## src/rtl/dbus_arbiter.sv

```systemverilog
// dbus_arbiter: round-robin two-master arbiter for the decoder data-bus port.
// Serialises single word transactions and returns read data after RD_LAT cycles.
module dbus_arbiter #(
   parameter int RD_LAT = 1,
   parameter int AW     = 32,
   parameter int DW     = 32
) (
   input  logic          clk,
   input  logic          rst,
   input  logic          req0,
   input  logic          wen0,
   input  logic [AW-1:0] addr0,
   input  logic [DW-1:0] wdata0,
   output logic          ack0,
   output logic [DW-1:0] rdata0,
   input  logic          req1,
   input  logic          wen1,
   input  logic [AW-1:0] addr1,
   input  logic [DW-1:0] wdata1,
   output logic          ack1,
   output logic [DW-1:0] rdata1,
   output logic [AW-1:0] bus_addr,
   output logic [DW-1:0] bus_wdata,
   output logic          bus_ren,
   output logic          bus_wen,
   input  logic [DW-1:0] bus_rdata,
   output logic          busy,
   output logic          owner
);
   typedef enum logic [1:0] {IDLE, ISSUE, WAIT, ACK} state_t;
   state_t     r_state, w_next;
   logic [2:0] r_cnt;
   logic       w_any, w_win, w_wen;
   assign w_any = req0 | req1;
   // on a tie the master that did not own the bus last goes next
   assign w_win = (req0 & req1) ? ~owner : req1;
   assign w_wen = w_win ? wen1 : wen0;
   always_ff @(posedge clk or posedge rst) begin
      if (rst) r_state <= IDLE;
      else     r_state <= w_next;
   end
   // bus_wen is still high during ISSUE for writes, so it doubles as the latched direction
   always_comb begin
      w_next = r_state;
      case (r_state)
         IDLE:    w_next = w_any ? ISSUE : IDLE;
         ISSUE:   w_next = bus_wen ? ACK : WAIT;
         WAIT:    w_next = (r_cnt == 3'd0) ? ACK : WAIT;
         ACK:     w_next = IDLE;
         default: w_next = IDLE;
      endcase
   end
   always_ff @(posedge clk or posedge rst) begin
      if (rst) begin
         ack0      <= 1'b0;
         ack1      <= 1'b0;
         rdata0    <= '0;
         rdata1    <= '0;
         bus_addr  <= '0;
         bus_wdata <= '0;
         bus_ren   <= 1'b0;
         bus_wen   <= 1'b0;
         busy      <= 1'b0;
         owner     <= 1'b1;
         r_cnt     <= 3'd0;
      end else begin
         case (r_state)
            IDLE: if (w_any) begin
               bus_addr  <= w_win ? addr1 : addr0;
               bus_wdata <= w_win ? wdata1 : wdata0;
               bus_wen   <= w_wen;
               bus_ren   <= ~w_wen;
               owner     <= w_win;
               busy      <= 1'b1;
            end
            ISSUE: begin
               bus_ren <= 1'b0;
               bus_wen <= 1'b0;
               r_cnt   <= 3'(RD_LAT - 1);
               if (bus_wen) begin
                  ack0 <= ~owner;
                  ack1 <= owner;
               end
            end
            WAIT: if (r_cnt == 3'd0) begin
               if (owner) rdata1 <= bus_rdata;
               else       rdata0 <= bus_rdata;
               ack0 <= ~owner;
               ack1 <= owner;
            end else begin
               r_cnt <= r_cnt - 3'd1;
            end
            ACK: begin
               ack0 <= 1'b0;
               ack1 <= 1'b0;
               busy <= 1'b0;
            end
            default: ;
         endcase
      end
   end
endmodule

```

## config.mk

```make
export PLATFORM = sky130hd
export DESIGN_NAME = dbus_arbiter
export DESIGN_NICKNAME = d
export VERILOG_FILES = /design/src/rtl/dbus_arbiter.sv
export SDC_FILE = /design/constraint.sdc
export NUM_CORES = 1
export LEC_CHECK = 0
export BUFFER_PORTS_ARGS = -buffer_cell sky130_fd_sc_hd__buf_4
export CAP_MARGIN = 20
export CORE_MARGIN = 4
export CORE_UTILIZATION = 46
export CTS_CLUSTER_SIZE = 30
export DETAILED_ROUTE_END_ITERATION = 6
export HOLD_SLACK_MARGIN = 0.06
export PLACE_DENSITY_LB_ADDON = 0.05
export SETUP_SLACK_MARGIN = 0.5
export SLEW_MARGIN = 5
export SYNTH_ARGS = -nofsm -noshare
export SYNTH_HDL_FRONTEND = slang
export SYNTH_SLANG_ARGS = --single-unit
```

## constraint.sdc

```tcl
create_clock -name clk -period 4.3 [get_ports clk]
set_input_delay 0.215 -clock clk [delete_from_list [all_inputs] [get_ports clk]]
set_output_delay 0.215 -clock clk [all_outputs]
set_load 0.01 [all_outputs]
```

# Yosys cells after proc, flatten, opt, wreduce, memory -nomap -nowiden
# Index checks and enable logic that the tools add are counted.
totals:
  wordCells: 59
  inputBits: 166
  out_inout_bits: 134
  reg_bits: 139
op_classes:
  addsub: 1
  eq_ne: 7
  mux: 22
  n_bitwise: 4
  n_reduce_logical: 13
op_table:
  columns: ["cell", "count"]
  rows:
  - ["$mux 32", 2]
  - ["$mux 1", 12]
  - ["$reduce_and 3->1", 3]
  - ["$ne 2x2->1 const B", 4]
  - ["$pmux 2 s4", 1]
  - ["$reduce_and 2->1", 4]
  - ["$pmux 1 s2", 3]
  - ["$pmux 1 s3", 2]
  - ["$pmux 3 s2", 1]
  - ["$reduce_bool 2->1", 3]
  - ["$eq 2x2->1 const B", 2]
  - ["$logic_not 3->1", 1]
  - ["$mux 3", 1]
  - ["$reduce_bool 3->1", 1]
  - ["$sub 3x1->3 const B", 1]
  - ["$eq 2x1->1 const B", 1]
  - ["$logic_not 2->1", 1]
  - ["$not 1->1", 2]
  - ["$and 1x1->1", 1]
  - ["$or 1x1->1", 1]

# Depth between registers and ports, before layout
depth:
  word_depth: 6
  ltp_mapped: 8
  mapped_depth_nobuf: 6

# Worst setup path after synthesis
# Ideal clock, no wire load.
synth_timing:
  path_kind: "flip-flop to flip-flop"
  start: "register r_cnt[0]"
  end: "register ack0"
  t_arrival_ps: 1493
  period_less_slack_ps: 1617
  setup_time_ps: 125
  path_slack_ps: 2683
  t_required_ps: 4175
  path_buffers: 0
  path_stages_with_launch: 7
  cell_sequence: "dfrtp_1 -> inv_1 -> ha_1 -> ha_1 -> inv_1 -> a221oi_2 -> mux2_2"
synth_between:
  elab_chain_len: 3
synth_rtl:
  columns: ["element", "line_no", "text"]
  rows:
  - ["start: declaration", "32", "logic [2:0] r_cnt;"]
  - ["start signal: assignment", "79", "r_cnt <= 3'(RD_LAT - 1);"]
  - ["start signal: assignment", "91", "r_cnt <= r_cnt - 3'd1;"]
  - ["$logic_not 3->1", "85", "WAIT: if (r_cnt == 3'd0) begin"]
  - ["$ne 2x2->1 (no source line)", null, null]
  - ["$reduce_and 3->1 (no source line)", null, null]
  - ["end signal: assignment", "81", "ack0 <= ~owner;"]
  - ["end signal: assignment", "88", "ack0 <= ~owner;"]
  - ["end: declaration", "14", "output logic ack0,"]
# No other way between the ends.
# A chain may end at the register's enable or synchronous reset.

# Worst setup path in the final report
layout_timing:
  start: "register r_state[0]"
  end: "register bus_wdata[0]"
layout_between:
  elab_chain_len: 2
layout_rtl:
  columns: ["element", "line_no", "text"]
  rows:
  - ["start: declaration", "31", "state_t r_state, w_next;"]
  - ["start signal: assignment", "40", "else r_state <= w_next;"]
  - ["$logic_not 2->1", "67", "case (r_state)"]
  - ["$reduce_and 2->1 (no source line)", null, null]
  - ["end signal: assignment", "70", "bus_wdata <= w_win ? wdata1 : wdata0;"]
  - ["end: declaration", "23", "output logic [DW-1:0] bus_wdata,"]
# No other way between the ends.

==> impl_metrics.ini <==
[clocking]
clk_latency_ns = 0.42
clock-root-buffer = clkbuf_16
cts_tree = built
htree_levels = 4
cts_inserted_buffers = 17
cts_sinks = 139
clock_path_buffers = 2
path_clk_slew_ns = 0.06
cts-resized-gates = 0

[worst_setup_path]
crit_type = flip-flop to flip-flop
critical_path_required_ns = 4.64
cp.arrival_ns = 2.77
critPathLaunchType = flip-flop
endpoint_kind = flip-flop
crit_path_max_fanout = 42

[sta]
maxSlewViolCount = 0
relSlewSlack = 0.411
setup_violations = 0
period_needed_ns = 2.43
fin_tns_setup_ns = 0
finalCritPeriodShare = 0.566
hold_viol_final = 0
finClkSkew_ns = 0.00582
tightest_slew_ns = 0.882
rsz0062_at_grt = no
max_freq_mhz = 411

[drt]
detail_route.first_pass.iterations = 5
avgViaCountPerCell = 5.13
first_iter_violations = 412
routedWlPerCell_microns = 18.1
postRouteAntennaNets = 0
drcViolationCount = 0
wl_microns = 20100
num_vias = 5720

[global_routing]
first_global_vias = 6111
grt_start_max_net_pins = 88
grt_pass1_wl_microns = 31000
grt-ovfl-total = 0
antenna_found_initial = 0
grt_usage = 0.271

[yosys]
synthArstFlopShare = 1.00
postSynthCellCount = 543
synth-edff-count = 0
syn_avg_cell_area_sq_um = 10.9
syn-num-nets = 716
synth.distinct_cells = 28
syn_area_sq_mm = 0.00589
synth_top_flop_cell = dfrtp_1
yosysWarningCount = 0
ys_ff_latch = 139
seq_area_frac_synth = 0.590

[min_path]
hp-class = input port to flip-flop

[power]
p_per_area_mw_per_mm2 = 732
total_power_mw = 7.25
peakVddDrop_v = 0.000374
p_leak_nw = 4.75

[floorplanning]
core_region_area_sq_mm = 0.0126
num_rows = 41
initial_utilization = 0.469
dieArea_sq_mm = 0.0147
num_io_pins = 300
fp.dieW_microns = 121
fp.dieH_microns = 121

[layout]
layout_common_cells = buf_4 (305), dfrtp_1 (138), a21oi_1 (130)
fill_cells = 786
final_common_cell = buf_4
area_delta_synth_final_pct = 68.1
antennaDiodeCount = 0
layout-drive-gt1-share = 0.416
finalNetCount = 1103

[job]
maxCapViolCount = 0

[place]
place_congestion = 0.799
port_buffers = 299
place_hpwl_microns = 13000

[outcome]
status = finished, final reports clean
[where the power goes]
group	total [mW]	leakage, nW	internal [mW]	switching [mW]
clock network	1.68	0.320	1.13	0.548
logic	3.18	2.84	1.61	1.56
registers	2.39	1.59	1.99	0.404
[synthesized netlist by cell type (all sizes together) (2+ instances only)]
master / instances / area (sq um)
mux2i: 4 / 40.0
nand2: 66 / 248
buf: 30 / 183
nand2b: 2 / 12.5
nand3: 2 / 15.0
a21oi: 130 / 651
clkbuf: 5 / 18.8
nor2: 68 / 255
ha: 7 / 87.6
inv: 9 / 33.8
mux2: 67 / 754
dfrtp: 138 / 3450
o21ai: 4 / 20.0
[cell type report]
class	instances	area [sq um]	area share
Clock inverter	11	215	0.0217
Sequential cell	139	3480	0.351
Multi-Input combinational cell	360	2200	0.222
Clock buffer	20	467	0.0471
Tap cell	172	215	0.0217
Inverter	9	37.5	0.00379
Timing Repair Buffer	403	3290	0.332
[repair_timing]
| item | CTS | global route |
|---|---|---|
| buffers inserted | 0 | 0 |
| setup endpoints to repair | 0 | 0 |
| hold endpoints to repair | 179 | 0 |
| hold buffers | 97 | 0 |
[per-stage QoR]
stage	area [sq um]	util	cells	hold WS [ns]	worst slack (ns)
after detailed placement	8230	0.654	985	0.445	1.85
after floorplan	5900	-	543	0.288	2.35
final	9910	0.788	1114	0.0688	1.87
after global placement	8230	0.654	985	0.436	1.98
after global routing	9910	0.788	1114	0.0832	1.66
after CTS	9880	0.786	1113	0.0605	1.85
[cells by family after synthesis]
group	synth area share
compound gates	0.126
simple gates	0.0945
flops	0.590
fa+ha+maj	0.0149
buf+inv	0.0399
mux	0.135
[path summary, 6_finish.rpt]
check / from / end / slack [ns] / cells past startpoint
min in group asynchronous: rst / rdata1[13]$_DFFE_PP0P_ / 0.44 / 4
worst max-delay path: r_state[0]$_DFF_PP0_ / bus_wdata[0]$_DFFE_PP0P_ / 1.87 / 6
max in group asynchronous: rst / owner$_DFFE_PP1P_ / 3.22 / 5
worst min-delay path: addr0[19] / bus_addr[19]$_DFFE_PP0P_ / 0.07 / 3
worst max register to register: r_state[0]$_DFF_PP0_ / bus_wdata[0]$_DFFE_PP0P_ / 1.87 / 6
worst min register to register: rdata1[12]$_DFFE_PP0P_ / rdata1[12]$_DFFE_PP0P_ / 0.49 / 1
[critical path, cell delays in order, from the launching register on]
cell and delay (ns):
dfrtp_1 0.40, inv_1 0.11, ha_1 0.39, o21a_2 0.78, buf_4 0.44, nor2_1 0.07, a21oi_1 0.15
[per-layer routing]
| metal | part of all wire | GRT usage |
|---|---|---|
| met1 | 0.37 | 0.303 |
| met2 | 0.50 | 0.468 |
| met3 | 0.085 | 0.0862 |
| met4 | 0.038 | 0.127 |
| met5 | 0 | 0 |
[flip-flops by register name, summed over array words and instances (netlist names)]
signal     count
rdata0        32
r_cnt          3
bus_wen        1
rdata1        32
ack0           1
bus_wdata     32
busy           1
owner          1
ack1           1
r_state        2
bus_addr      32
bus_ren        1
(Power assumes the default switching activity.)
